### src/rtl/packet_serializer.sv
`default_nettype none
// ============================================================================
//  Module   : packet_serializer
//  Purpose  : Snapshots player position plus NUM_WAVES wave records on a
//             start request and streams the frame out one byte per transfer
//             over a valid/ready byte interface.
//             Frame: SYNC lo, SYNC hi, player_x, player_y, then per wave
//             wave_y followed by FIELD_W/8 bitfield bytes (LSB first).
//  Option   : `define PKT_CHECKSUM_EN appends one byte holding the XOR of all
//             bytes after the sync word.
//  Ports    : clk, rst_n (async, active-low)
//             start                    - frame request, sampled only in IDLE
//             player_x, player_y       - position bytes
//             wave_y                   - wave i Y at [8i+7:8i]
//             wave_bitfield            - wave i bitfield at [FIELD_W*i +: FIELD_W]
//             out_data/out_valid/out_ready - byte stream handshake
//             busy                     - frame held or in transmission
//             frame_done               - pulse on the last byte's transfer
//  Revision : 1.0 - initial release
// ============================================================================
module packet_serializer #(
  parameter int          NUM_WAVES = 3,
  parameter int          FIELD_W   = 40,
  parameter logic [15:0] SYNC_WORD = 16'h55AA
) (
  input  logic                         clk,
  input  logic                         rst_n,
  input  logic                         start,
  input  logic [7:0]                   player_x,
  input  logic [7:0]                   player_y,
  input  logic [8*NUM_WAVES-1:0]       wave_y,
  input  logic [FIELD_W*NUM_WAVES-1:0] wave_bitfield,
  output logic [7:0]                   out_data,
  output logic                         out_valid,
  input  logic                         out_ready,
  output logic                         busy,
  output logic                         frame_done
);

  localparam int FIELD_BYTES = FIELD_W / 8;
  localparam int BASE_LEN    = 4 + NUM_WAVES * (1 + FIELD_BYTES);
  // Payload = everything after the two sync bytes; only this is snapshotted.
  localparam int PAYLOAD_LEN = BASE_LEN - 2;
`ifdef PKT_CHECKSUM_EN
  localparam int FRAME_LEN   = BASE_LEN + 1;
`else
  localparam int FRAME_LEN   = BASE_LEN;
`endif
  localparam int             CNT_W    = $clog2(FRAME_LEN);
  localparam logic [CNT_W-1:0] LAST_IDX = CNT_W'(FRAME_LEN - 1);

  localparam logic [0:0] S_IDLE = 1'b0;
  localparam logic [0:0] S_SEND = 1'b1;

  logic [0:0]               r_state;
  logic [CNT_W-1:0]         r_cnt;
  logic [8*PAYLOAD_LEN-1:0] r_snap;
  logic [8*PAYLOAD_LEN-1:0] w_payload_in;
  logic [7:0]               w_next_byte;
  logic                     w_last;

  // --------------------------------------------------------------------------
  // Payload assembly from the live inputs (captured only on start in IDLE)
  // --------------------------------------------------------------------------
  assign w_payload_in[7:0]  = player_x;
  assign w_payload_in[15:8] = player_y;

  generate
    for (genvar i = 0; i < NUM_WAVES; i++) begin : g_wave
      localparam int BASE = 16 + i * 8 * (1 + FIELD_BYTES);
      assign w_payload_in[BASE +: 8]        = wave_y[8*i +: 8];
      assign w_payload_in[BASE + 8 +: FIELD_W] = wave_bitfield[FIELD_W*i +: FIELD_W];
    end
  endgenerate

`ifdef PKT_CHECKSUM_EN
  // Checksum is a pure function of the snapshot, so it is already settled
  // long before the counter reaches it; no extra pipeline bubble needed.
  logic [7:0] w_checksum;
  always_comb begin
    w_checksum = '0;
    for (int k = 0; k < PAYLOAD_LEN; k++) begin
      w_checksum = w_checksum ^ r_snap[8*k +: 8];
    end
  end
`endif

  // --------------------------------------------------------------------------
  // Byte following the one currently presented (index r_cnt + 1).
  // out_data is registered, so the next byte is loaded on each transfer.
  // --------------------------------------------------------------------------
  always_comb begin
    w_next_byte = '0;
    if (r_cnt == '0) begin
      w_next_byte = SYNC_WORD[15:8];
    end
    for (int k = 0; k < PAYLOAD_LEN; k++) begin
      if (r_cnt == CNT_W'(k + 1)) begin
        w_next_byte = r_snap[8*k +: 8];
      end
    end
`ifdef PKT_CHECKSUM_EN
    if (r_cnt == CNT_W'(BASE_LEN - 1)) begin
      w_next_byte = w_checksum;
    end
`endif
  end

  assign w_last     = (r_cnt == LAST_IDX);
  // out_valid is high throughout SEND, so state + ready marks a transfer.
  assign frame_done = (r_state == S_SEND) && out_ready && w_last;

  // --------------------------------------------------------------------------
  // Control FSM
  // --------------------------------------------------------------------------
  always_ff @(posedge clk or negedge rst_n) begin
    if (!rst_n) begin
      r_state   <= S_IDLE;
      r_cnt     <= '0;
      r_snap    <= '0;
      out_data  <= '0;
      out_valid <= 1'b0;
      busy      <= 1'b0;
    end else begin
      case (r_state)
        S_IDLE: begin
          if (start) begin
            r_snap    <= w_payload_in;
            r_cnt     <= '0;
            out_data  <= SYNC_WORD[7:0];
            out_valid <= 1'b1;
            busy      <= 1'b1;
            r_state   <= S_SEND;
          end
        end
        S_SEND: begin
          // Without ready everything holds: data and valid stay stable.
          if (out_ready) begin
            if (w_last) begin
              r_state   <= S_IDLE;
              r_cnt     <= '0;
              out_data  <= '0;
              out_valid <= 1'b0;
              busy      <= 1'b0;
            end else begin
              r_cnt    <= r_cnt + 1'b1;
              out_data <= w_next_byte;
            end
          end
        end
        default: r_state <= S_IDLE;
      endcase
    end
  end

endmodule
`default_nettype wire
### config.mk
export PLATFORM = sky130hd
export DESIGN_NAME = packet_serializer
export DESIGN_NICKNAME = d
export VERILOG_FILES = /design/src/rtl/packet_serializer.sv
export SDC_FILE = /design/constraint.sdc
export NUM_CORES = 1
export LEC_CHECK = 0
export CAP_MARGIN = 0
export CORE_ASPECT_RATIO = 0.75
export CORE_MARGIN = 5
export CORE_UTILIZATION = 25
export CTS_BUF_LIST = sky130_fd_sc_hd__clkbuf_8
export CTS_CLUSTER_SIZE = 16
export DETAILED_ROUTE_END_ITERATION = 16
export SYNTH_ARGS = -nofsm -noshare
export SYNTH_HDL_FRONTEND = slang
export SYNTH_SLANG_ARGS = --single-unit
### constraint.sdc
create_clock -name clk -period 3.3 [get_ports clk]
set_input_delay 0.66 -clock clk [delete_from_list [all_inputs] [get_ports clk]]
set_output_delay 0.66 -clock clk [all_outputs]
set_load 0.03 [all_outputs]
==> metrics.txt <==
VDD IR max=0.302 mV; row cnt=59; max_cap viols=0; largest net degree at the start of global routing=81; CTS tree=built; Worst-Margin Slew=0.592 ns; initial antenna violation count=2; RSZ-0062 raised after global routing=false; CTS sink count=175; Hold WC Path Type=in -> async; placed wire-length estimate=23,700 um; vias in the first global route=7,264; wl on met1=15,100 um; Residual DRC=0; Leak=4.62 nW; WP data arrival=~2.4 ns; hold_ws=~0.12 ns; met2 WL=about 13,000 um; core area=around 0.035 mm2; flops & latches, synth=175; Mapped Cells=around 800; status=complete, no violations; gpl congestion=0.934; io pins=175; Post-Syn Area per Cell=11.0 um2; distinct cell type count after synthesis=~70; sequential share of the synthesized area=0.499; asr flop ratio synth=1.00; share of cells above drive strength 1=0.230; post-layout net count=approximately 1,100; critical path type=reg -> out; top sig layer=met5; gr usage total=0.156; CTS clk-pin slew, worst paths=around 0.11 ns; CTS Root Cell=clkbuf_8; die height=172 um; final hold violations=0; worst-case clock buffer depth=2; DR WL/cell=between 20 and 25 um; Syn. warnings=0; TNS Setup=0 ns; post-cts resize count=0; Overflow after GRT=0; period utilization=0.928; area grow syn2layout=31.1%; final antenna-violating net count=0; crit-path max cell delay=approximately 0.43 ns; Initial Util=0.253; Critical Path Start Type=register; port bufs=174; max frequency=327 MHz; EDFF count, synth=0; CP max-delay cell=dfrtp_1; crit-path cells=inv_1 > ha_1 > buf_4 > nand3_1 > nor2_1 > buf_12; commonest cells after routing, fill and taps aside=175 x dfrtp_1, 172 x clkdlybuf4s50_1, 149 x mux2_2; Die W=226 um; DRT Wirelength=30,900 um; via/cell ratio=5.02; final slew viol count=0; DRT Pass-1 Iters=5; ranking of synthesized cells by area=dfrtp_1 50%, mux2_2 19%, a21oi_1 3.6%, nand2_1 2.2%, o21ai_0 2.1%; PwrDens=794 mW/mm2; H-tree level count=4; Final Setup Violations=0; Rel. slew slack=0.604; Synth area leader=dfrtp_1; Synth Cell Area=about 0.009 mm2; Tmin final=3.06 ns; commonest register cell after synthesis=dfrtp_1; Crit Path Max Fanout=10; first-pass GRT wire length=45,700 um; cts hold-fix bufs=0; Yosys top cell area share=0.499; diode count=0; clk_lat worst skew=0.47 ns; TritonCTS Buffers=17; commonest non-fill, non-tap cell in the layout=dfrtp_1; DR iter-0 viols=768; CP endpoint kind=output port; Post-Syn Nets=965; WP data required=2.64 ns; met3 WL=1920 um; DR vias=7,186; setup bufs post-CTS=0; Die ar.=0.0390 mm2; Worst Skew=0.0169 ns
## worst max-delay path: cells and delay by family, from the launching register on
family                   cells  cell delay (ns)
AND/OR/NAND/NOR              2             0.51
buffers and inverters        3             0.56
adder cells (fa/ha/maj)      1             0.42
flip-flops                   1             0.43
## flip-flops by register name (all words and copies together) (netlist names)
signal / cells
r_cnt: 5
busy: 1
out_data: 8
r_snap: 160
r_state: 1
## logic make-up after synthesis
| logic type | synth area share |
|---|---|
| AND/OR/NAND/NOR | 0.106 |
| adder cells (fa/ha/maj) | 0.00713 |
| AO/OA/AOI/OAI | 0.153 |
| multiplexers | 0.193 |
| buffers and inverters | 0.0410 |
| flip-flops | 0.499 |
## path summary, 6_finish.rpt
path                       startpoint     endpoint  slack, ns  depth (start not counted)
setup / recovery             r_cnt[1]   frame_done       0.24                          6
hold / removal                  rst_n   r_snap[57]       0.12                          1
setup reg to reg             r_cnt[1]  out_data[1]       0.66                          9
hold reg to reg            r_snap[98]   r_snap[98]       0.51                          1
max in group asynchronous       rst_n   r_snap[26]       2.32                          2
min in group clk           r_snap[98]   r_snap[98]       0.51                          1
## layout make-up
class	count	area, um2
Tap cell	457	572
Clock buffer	17	234
Clock inverter	14	164
Fill cell	3509	23200
Multi-Input combinational cell	540	4050
Sequential cell	175	4380
Inverter	22	82.6
Timing Repair Buffer	206	2030
## through the flow
step | setup WS [ns] | utilization | power [mW] | instances | area, um2
after global routing | 0.101 | 0.332 | 9.68 | 1431 | 11500
final | 0.239 | 0.332 | 9.14 | 1431 | 11500
after CTS | 0.188 | 0.332 | 9.16 | 1431 | 11500
after global placement | 0.615 | 0.320 | 7.50 | 1400 | 11100
after floorplan | 0.804 | - | 6.08 | 796 | 8780
after detailed placement | 0.613 | 0.320 | 7.56 | 1400 | 11100
## cell usage after synthesis, drive strengths merged, types with 3 or more instances
master,count
nor3,10
nor3b,6
nor4bb,3
a21oi,64
nand3,11
nand2,52
ha,5
a22oi,9
a211oi,5
mux2,149
nor4,3
a22o,3
a2111oi,3
a21o,4
nand4bb,4
inv,21
o32ai,3
or3b,3
nor2b,9
o22ai,16
o211ai,7
o221ai,11
a221oi,10
dfrtp,175
and3,6
nand2b,6
o21ai,43
o22a,3
nor2,47
a31oi,6
o32a,3
o21a,3
buf,31
clkbuf,28
## power by group
group	total (mW)	switching [mW]	internal, mW
logic	3.59	1.84	1.75
clock network	1.55	0.867	0.684
registers	4.00	0.824	3.17
total	9.14	3.53	5.61
## routing by layer
metal  vias to the layer above  GRT usage
met5                         -          0
met4                         4     0.0421
met3                        37     0.0382
met2                       287      0.230
met1                      3584      0.230
li1                       3274          -
Note: power is estimated with default switching activity, not from simulation.
